$ cat src/rtl/dmem_pkg.sv
`default_nettype none
// ============================================================================
// Module      : dmem_pkg
// Description : Shared encodings, command type and helpers for dmem_arbiter.
// Revision    : 1.0 - initial release
// ============================================================================
package dmem_pkg;

    localparam logic [1:0] ST_IDLE   = 2'd0;
    localparam logic [1:0] ST_ACCESS = 2'd1;
    localparam logic [1:0] ST_RESP   = 2'd2;

    localparam logic OWN_M0 = 1'b0;
    localparam logic OWN_M1 = 1'b1;

    localparam int DEFAULT_RAM_SIZE = 256;

    typedef enum logic [1:0] {
        S_IDLE   = ST_IDLE,
        S_ACCESS = ST_ACCESS,
        S_RESP   = ST_RESP
    } state_e;

    typedef struct packed {
        logic        owner;
        logic        wr;
        logic        oor;
        logic [31:0] addr;
        logic [31:0] wdata;
    } cmd_t;

    // Byte address lies beyond the last word of a memory of the given depth.
    function automatic logic addr_oor(input logic [31:0] addr, input int unsigned words);
        logic [31:0] limit;
        limit = words << 2;
        return addr >= limit;
    endfunction

endpackage
`default_nettype wire

$ cat src/rtl/dmem_rr_pick.sv
`default_nettype none
// ============================================================================
// Module      : dmem_rr_pick
// Description : Combinational two-way picker with fixed/round-robin and lock.
// Revision    : 1.0 - initial release
// ============================================================================
module dmem_rr_pick
    import dmem_pkg::*;
(
    input  logic req0,
    input  logic req1,
    input  logic last_owner,
    input  logic prio_m0,
    input  logic lock1,
    output logic grant,
    output logic winner
);

    always_comb begin
        grant  = req0 | req1;
        winner = OWN_M0;
        // A locked burst only continues if M1 already owns the memory.
        if (req1 && lock1 && (last_owner == OWN_M1)) begin
            winner = OWN_M1;
        end else if (req0 && req1) begin
            winner = prio_m0 ? OWN_M0 : ~last_owner;
        end else if (req1) begin
            winner = OWN_M1;
        end
    end

endmodule
`default_nettype wire

$ cat src/rtl/dmem_arbiter.sv
`default_nettype none
// ============================================================================
// Module      : dmem_arbiter
// Description : Two-master req/ack arbiter in front of a single-port data RAM.
// Revision    : 1.0 - initial release
// ============================================================================
module dmem_arbiter
    import dmem_pkg::*;
#(
    parameter int RAM_SIZE = DEFAULT_RAM_SIZE,
    parameter int M0_PRIO  = 1
) (
    input  logic        clk,
    input  logic        reset,

    input  logic        m0_req,
    input  logic        m0_wr,
    input  logic [31:0] m0_addr,
    input  logic [31:0] m0_wdata,
    output logic        m0_ack,
    output logic [31:0] m0_rdata,
    output logic        m0_err,

    input  logic        m1_req,
    input  logic        m1_wr,
    input  logic [31:0] m1_addr,
    input  logic [31:0] m1_wdata,
    input  logic        m1_lock,
    output logic        m1_ack,
    output logic [31:0] m1_rdata,
    output logic        m1_err,

    output logic        mem_rd,
    output logic        mem_wr,
    output logic [31:0] mem_addr,
    output logic [31:0] mem_wdata,
    input  logic [31:0] mem_rdata,

    output logic        busy
);

    state_e      r_state;
    state_e      w_state_nxt;
    cmd_t        r_cmd;
    logic        r_last_owner;

    logic        w_grant;
    logic        w_winner;
    logic        w_sel_wr;
    logic [31:0] w_sel_addr;
    logic [31:0] w_sel_wdata;
    logic [31:0] w_resp_data;

    dmem_rr_pick u_pick (
        .req0       (m0_req),
        .req1       (m1_req),
        .last_owner (r_last_owner),
        .prio_m0    (M0_PRIO != 0),
        .lock1      (m1_lock),
        .grant      (w_grant),
        .winner     (w_winner)
    );

    assign w_sel_wr    = (w_winner == OWN_M1) ? m1_wr    : m0_wr;
    assign w_sel_addr  = (w_winner == OWN_M1) ? m1_addr  : m0_addr;
    assign w_sel_wdata = (w_winner == OWN_M1) ? m1_wdata : m0_wdata;
    assign w_resp_data = (r_cmd.wr || r_cmd.oor) ? 32'd0 : mem_rdata;

    always_ff @(posedge clk or negedge reset) begin
        if (!reset) begin
            r_state <= S_IDLE;
        end else begin
            r_state <= w_state_nxt;
        end
    end

    // Memory strobes decode straight from the state register so that an
    // asynchronous reset removes a pending write in the same instant.
    always_comb begin
        w_state_nxt = r_state;
        busy        = 1'b0;
        mem_rd      = 1'b0;
        mem_wr      = 1'b0;
        mem_addr    = 32'd0;
        mem_wdata   = 32'd0;
        case (r_state)
            S_IDLE: begin
                if (w_grant) begin
                    w_state_nxt = S_ACCESS;
                end
            end
            S_ACCESS: begin
                busy        = 1'b1;
                mem_rd      = !r_cmd.wr && !r_cmd.oor;
                mem_wr      =  r_cmd.wr && !r_cmd.oor;
                mem_addr    = r_cmd.addr;
                mem_wdata   = r_cmd.wdata;
                w_state_nxt = S_RESP;
            end
            S_RESP: begin
                busy        = 1'b1;
                w_state_nxt = S_IDLE;
            end
            default: begin
                w_state_nxt = S_IDLE;
            end
        endcase
    end

    always_ff @(posedge clk or negedge reset) begin
        if (!reset) begin
            r_cmd        <= '0;
            r_last_owner <= OWN_M1;
        end else if ((r_state == S_IDLE) && w_grant) begin
            r_cmd.owner  <= w_winner;
            r_cmd.wr     <= w_sel_wr;
            r_cmd.addr   <= w_sel_addr;
            r_cmd.wdata  <= w_sel_wdata;
            r_cmd.oor    <= addr_oor(w_sel_addr, RAM_SIZE);
            r_last_owner <= w_winner;
        end
    end

    always_ff @(posedge clk or negedge reset) begin
        if (!reset) begin
            m0_ack   <= 1'b0;
            m0_err   <= 1'b0;
            m0_rdata <= 32'd0;
            m1_ack   <= 1'b0;
            m1_err   <= 1'b0;
            m1_rdata <= 32'd0;
        end else begin
            m0_ack <= 1'b0;
            m0_err <= 1'b0;
            m1_ack <= 1'b0;
            m1_err <= 1'b0;
            if (r_state == S_ACCESS) begin
                if (r_cmd.owner == OWN_M0) begin
                    m0_ack   <= 1'b1;
                    m0_err   <= r_cmd.oor;
                    m0_rdata <= w_resp_data;
                end else begin
                    m1_ack   <= 1'b1;
                    m1_err   <= r_cmd.oor;
                    m1_rdata <= w_resp_data;
                end
            end
        end
    end

endmodule
`default_nettype wire

$ cat config.mk
export PLATFORM = sky130hd
export DESIGN_NAME = dmem_arbiter
export DESIGN_NICKNAME = d
export VERILOG_FILES = /design/src/rtl/dmem_pkg.sv /design/src/rtl/dmem_rr_pick.sv /design/src/rtl/dmem_arbiter.sv
export SDC_FILE = /design/constraint.sdc
export NUM_CORES = 1
export LEC_CHECK = 0
export CAP_MARGIN = 20
export CORE_UTILIZATION = 44
export DETAILED_ROUTE_END_ITERATION = 10
export GPL_TIMING_DRIVEN = 0
export PLACE_DENSITY = 0.86
export SYNTH_ARGS = -nofsm -noshare
export SYNTH_HDL_FRONTEND = slang
export SYNTH_HIERARCHICAL = 1
export SYNTH_SLANG_ARGS = --single-unit
$ cat constraint.sdc
create_clock -name clk -period 2.8 [get_ports clk]
set_input_delay 0.56 -clock clk [delete_from_list [all_inputs] [get_ports clk]]
set_output_delay 0.56 -clock clk [all_outputs]
set_load 0.05 [all_outputs]
## Word level (Yosys, flattened, before mapping)

Index checks and enable logic that the tools add are counted.

| word-level totals | value |
|---|---|
| bits in registers | 138 |
| input port bits | 167 |
| word-level logic and storage cells | 54 |

| operators by class | value |
|---|---|
| $lt $le $gt $ge | 1 |
| equality and inequality tests | 3 |
| muxes and demuxes | 22 |
| bitwise gates (word level) | 2 |
| reductions and logical operators | 13 |

Operator list:

| cell | number |
|---|---|
| $mux 32 | 5 |
| $ge 32x11->1 const B | 1 |
| $mux 1 | 15 |
| $logic_and 1x1->1 | 6 |
| $pmux 2 s2 | 1 |
| $reduce_and 2->1 | 2 |
| $eq 2x1->1 const B | 1 |
| $eq 2x2->1 const B | 1 |
| $logic_not 1->1 | 2 |
| $logic_not 2->1 | 1 |
| $mux 2 | 1 |
| $ne 2x2->1 const B | 1 |
| $reduce_or 2->1 | 1 |
| $logic_or 1x1->1 | 1 |
| $not 1->1 | 1 |
| $or 1x1->1 | 1 |

## Logic depth before layout (Yosys ltp)

| logic depth | value |
|---|---|
| depth in word-level cells | 5 |
| depth in mapped cells | 8 |

## Cells and area by module

The synthesis kept the hierarchy.

Modules (own cells, without submodules):

| module | instances | cells each | area each (um2) |
|---|---|---|---|
| dmem_arbiter | 1 | 649 | 6216.0 |
| dmem_rr_pick | 1 | 5 | 26.3 |

## Worst setup path after synthesis

Ideal clock, no wire load.

| timing | value |
|---|---|
| path kind | register -> output |
| from | register r_state[1] |
| to | output mem_rd |
| arrival time | 2.079 ns |
| slack | 0.161 ns |
| stages on the path, launching flop included | 5 |
| cells stage by stage | dfrtp_1 -> inv_1 -> ha_1 -> clkbuf_1 -> nor3b_1 |

| on the way | value |
|---|---|
| cells in the longest elaborated chain, start to end | 2 |

Ends and longest elaborated chain:

| item | line | text |
|---|---|---|
| start, declared | dmem_arbiter.sv:42 | `state_e r_state;` |
| start signal, assigned | dmem_arbiter.sv:73 | `r_state <= w_state_nxt;` |
| $eq 2x1->1 | dmem_arbiter.sv:86 | `case (r_state)` |
| $mux 1 | dmem_arbiter.sv:86 |  |
| end, declared | dmem_arbiter.sv:33 | `output logic mem_rd,` |

No other way between the ends.

## Worst setup path after layout

| timing | value |
|---|---|
| from | register r_state[1] |
| to | output mem_addr[4] |

| on the way | value |
|---|---|
| cells in the longest elaborated chain, start to end | 2 |

Ends and longest elaborated chain:

| item | line | text |
|---|---|---|
| $eq 2x1->1 | dmem_arbiter.sv:86 |  |
| $mux 32 | dmem_arbiter.sv:86 |  |
| end, declared | dmem_arbiter.sv:35 | `output logic [31:0] mem_addr,` |

No other way between the ends.

==> metrics.txt <==
syn avg cell area=9.54 um2; VDD IR max=around 500 uV; CORE AREA=~0.014 mm2; via count=5,982; Max Cap Viol=0; H-tree level count=4; CTS max path bufs=2; number of synthesized flops with an enable pin=0; gpl congestion=roughly 0.89; worst-margin pin slew=roughly 0.60 ns; worst path required time=2.24 ns; first-iteration detailed-routing DRC count=479; worst setup margin=0.123 ns; worst setup path end=mem_addr[4]; Fin Setup TNS=0 ns; Worst R2R Start=r_last_owner$_DFFE_PN1P_; first-pass GRT wire length=31,700 um; GRT Util Overall=0.287; clk root buf=clkbuf_16; reg2reg setup slack=0.53 ns; site row count=43; fin crit period=2.68 ns; fraction of the yosys area taken by sequential cells=0.553; Pre-antenna DRT Iters=4; total CTS buffers=17; drt via density=5.12; fillers=1,029; Synth top cells by count=171 x nand2_1, 137 x dfrtp_1, 131 x o21ai_0, 66 x and2_1, 65 x mux2i_1; Crit Path Category=reg2out; post-synthesis cell area=0.00624 mm2; crit path DAT=2.12 ns; Async SR Flop Fraction=1.00; most common cell in the netlist=nand2_1; Rel. slew slack=0.597; Layout area overhead=60.4%; Max FO, Critical Path=10; fmax=374 MHz; pwr dens=1000 mW/mm2; WL/cell=between 15 and 20 um; Startpoint Class=flop; worst min path class=in2async; Final setup viols=0; Reg area=0.00345 mm2; post-CTS setup buffers=0; Die ar.=~0.015 mm2; die height=121 um; Leak=4.35 nW; synth top area cells=dfrtp_1 55%, o21ai_0 11%, mux2i_1 10%; period utilisation layout=0.956; RR Endpoint=r_cmd[64]$_DFFE_PN0P_; worst skew pair latency=0.41 ns; vias in the first global route=just over 6,000; CTS sink count=138; Initial Util=0.450; DRC=0; Unique masters post-synth=27; share of the synthesized area in the top cell type=0.549; clk slew on worst S/H paths=0.06 ns; I/O pins=302; ant diodes=0; Synth warnings=6; largest net degree at the start of global routing=79; Routed WL=between 20,000 and 25,000 um; FF-to-FF path depth=7; RSZ-0062 raised after global routing=no; top_reg_cell synth=dfrtp_1; Final Skew=0.00567 ns; final hold viol count=0; CP Capture Type=output port; Slew Limit Fails=0; antenna violations before repair=0; total congestion overflow=0; Mapped Nets=approximately 820; status=finished clean; flops & latches, synth=~140; IO buf count=approximately 300; HPWL Detailed=about 15,000 um; Yosys top cell by area=dfrtp_1; ANT nets after route=0; Die Span X=121 um; Multi-input gate area=0.00260 mm2; pre-CTS setup slack=-0.430 ns; CTS tree=yes; share of layout cells above drive strength 1=0.101; Nets=1,145; Syn Inst Count=654; worst setup path start=r_state[1]$_DFFE_PN0P_
[cells in the final DEF, fill, tap and decap left out, types with 2 or more instances in the layout]
cell / instances
clkinvlp_4: 5
inv_6: 3
dfrtp_1: 137
or4_1: 2
mux2i_1: 65
clkdlybuf4s15_2: 33
nand2b_1: 2
nor2_1: 5
dlygate4sd2_1: 6
ha_1: 2
clkdlybuf4s15_1: 9
o41ai_1: 2
nand4_1: 2
clkbuf_1: 35
clkbuf_16: 17
nand2_1: 171
o21ai_0: 131
a31oi_1: 2
clkbuf_2: 16
nor4_1: 5
clkinv_2: 5
and2_1: 66
clkdlybuf4s50_1: 234
buf_2: 10
inv_1: 5
[registers in the layout (all words and copies together), names as in the netlist]
| signal | cells |
|---|---|
| m0_rdata | 32 |
| m1_err | 1 |
| m0_ack | 1 |
| r_last_owner | 1 |
| m0_err | 1 |
| m1_ack | 1 |
| m1_rdata | 32 |
| r_state | 2 |
| r_cmd | 67 |
[power by group]
| group | switching (W) | internal [W] | total (W) |
|---|---|---|---|
| logic | 0.00347 | 0.00154 | 0.00501 |
| registers | 0.000335 | 0.00268 | 0.00301 |
| clock network | 0.000874 | 0.00115 | 0.00203 |
[timing repair]
| action | CTS | global route |
|---|---|---|
| gates resized for setup | 166 | 25 |
| endpoints found under the setup margin | 66 | 51 |
| pin swaps | 0 | 0 |
| hold buffers | 0 | 0 |
[worst max-delay path: stages, from the launching register on]
cell             delay (ns)
dfrtp_1                0.36
inv_1                  0.14
ha_4                   0.21
clkbuf_4               0.22
clkbuf_2               0.22
and2_1                 0.17
clkdlybuf4s15_2        0.37
[cell families (layout without fill, tap and decap cells)]
kind of cell             after synthesis  in the layout  synth area share
AND/OR/NAND/NOR                      261            261             0.193
multiplexers                          65             65             0.104
AO/OA/AOI/OAI                        135            135             0.110
flip-flops                           138            138             0.553
adder cells (fa/ha/maj)                3              3           0.00601
buffers and inverters                 51            385            0.0327
other                                  1              1          0.000601
[how the worst min path moves through the flow]
stage,from,end,slack [ns],cells past startpoint
final,reset,m1_rdata[2]$_DFFE_PN0P_,0.11,1
after global routing,reset,m0_rdata[2]$_DFFE_PN0P_,0.17,1
after CTS,reset,m1_rdata[9]$_DFFE_PN0P_,0.14,1
after detailed placement,r_cmd[58]$_DFFE_PN0P_,r_cmd[58]$_DFFE_PN0P_,0.46,2
after global placement,r_cmd[1]$_DFFE_PN0P_,r_cmd[1]$_DFFE_PN0P_,0.45,2
after floorplan,reset,m0_ack$_DFF_PN0_,0.26,0
[per-stage QoR]
stage	hold slack [ns]	instances	power [W]	instance area (um2)	utilization
floorplan	0.264	654	0.00623	6240	-
detailed placement	0.463	1136	0.00819	9510	0.685
global route	0.168	1168	0.0106	10000	0.721
finish	0.113	1168	0.0100	10000	0.721
global placement	0.453	1135	0.00807	9480	0.683
CTS	0.141	1168	0.0101	10100	0.725
[final cells by class]
cell class	count	area share
buffer	46	0.0191
clock buffer	18	0.0439
clock inverter	14	0.00975
inverter	5	0.00187
multi-input combinational	465	0.259
sequential	138	0.345
tap	180	0.0225
timing repair buffer	302	0.299
[layer usage]
layer,part of all wire,vias up,global-route usage
li1,-,2822,-
met1,0.38,2882,0.337
met2,0.52,238,0.503
met3,0.064,40,0.0606
met4,0.029,0,0.130
met5,0,-,0
Note: power is estimated with default switching activity, not from simulation.
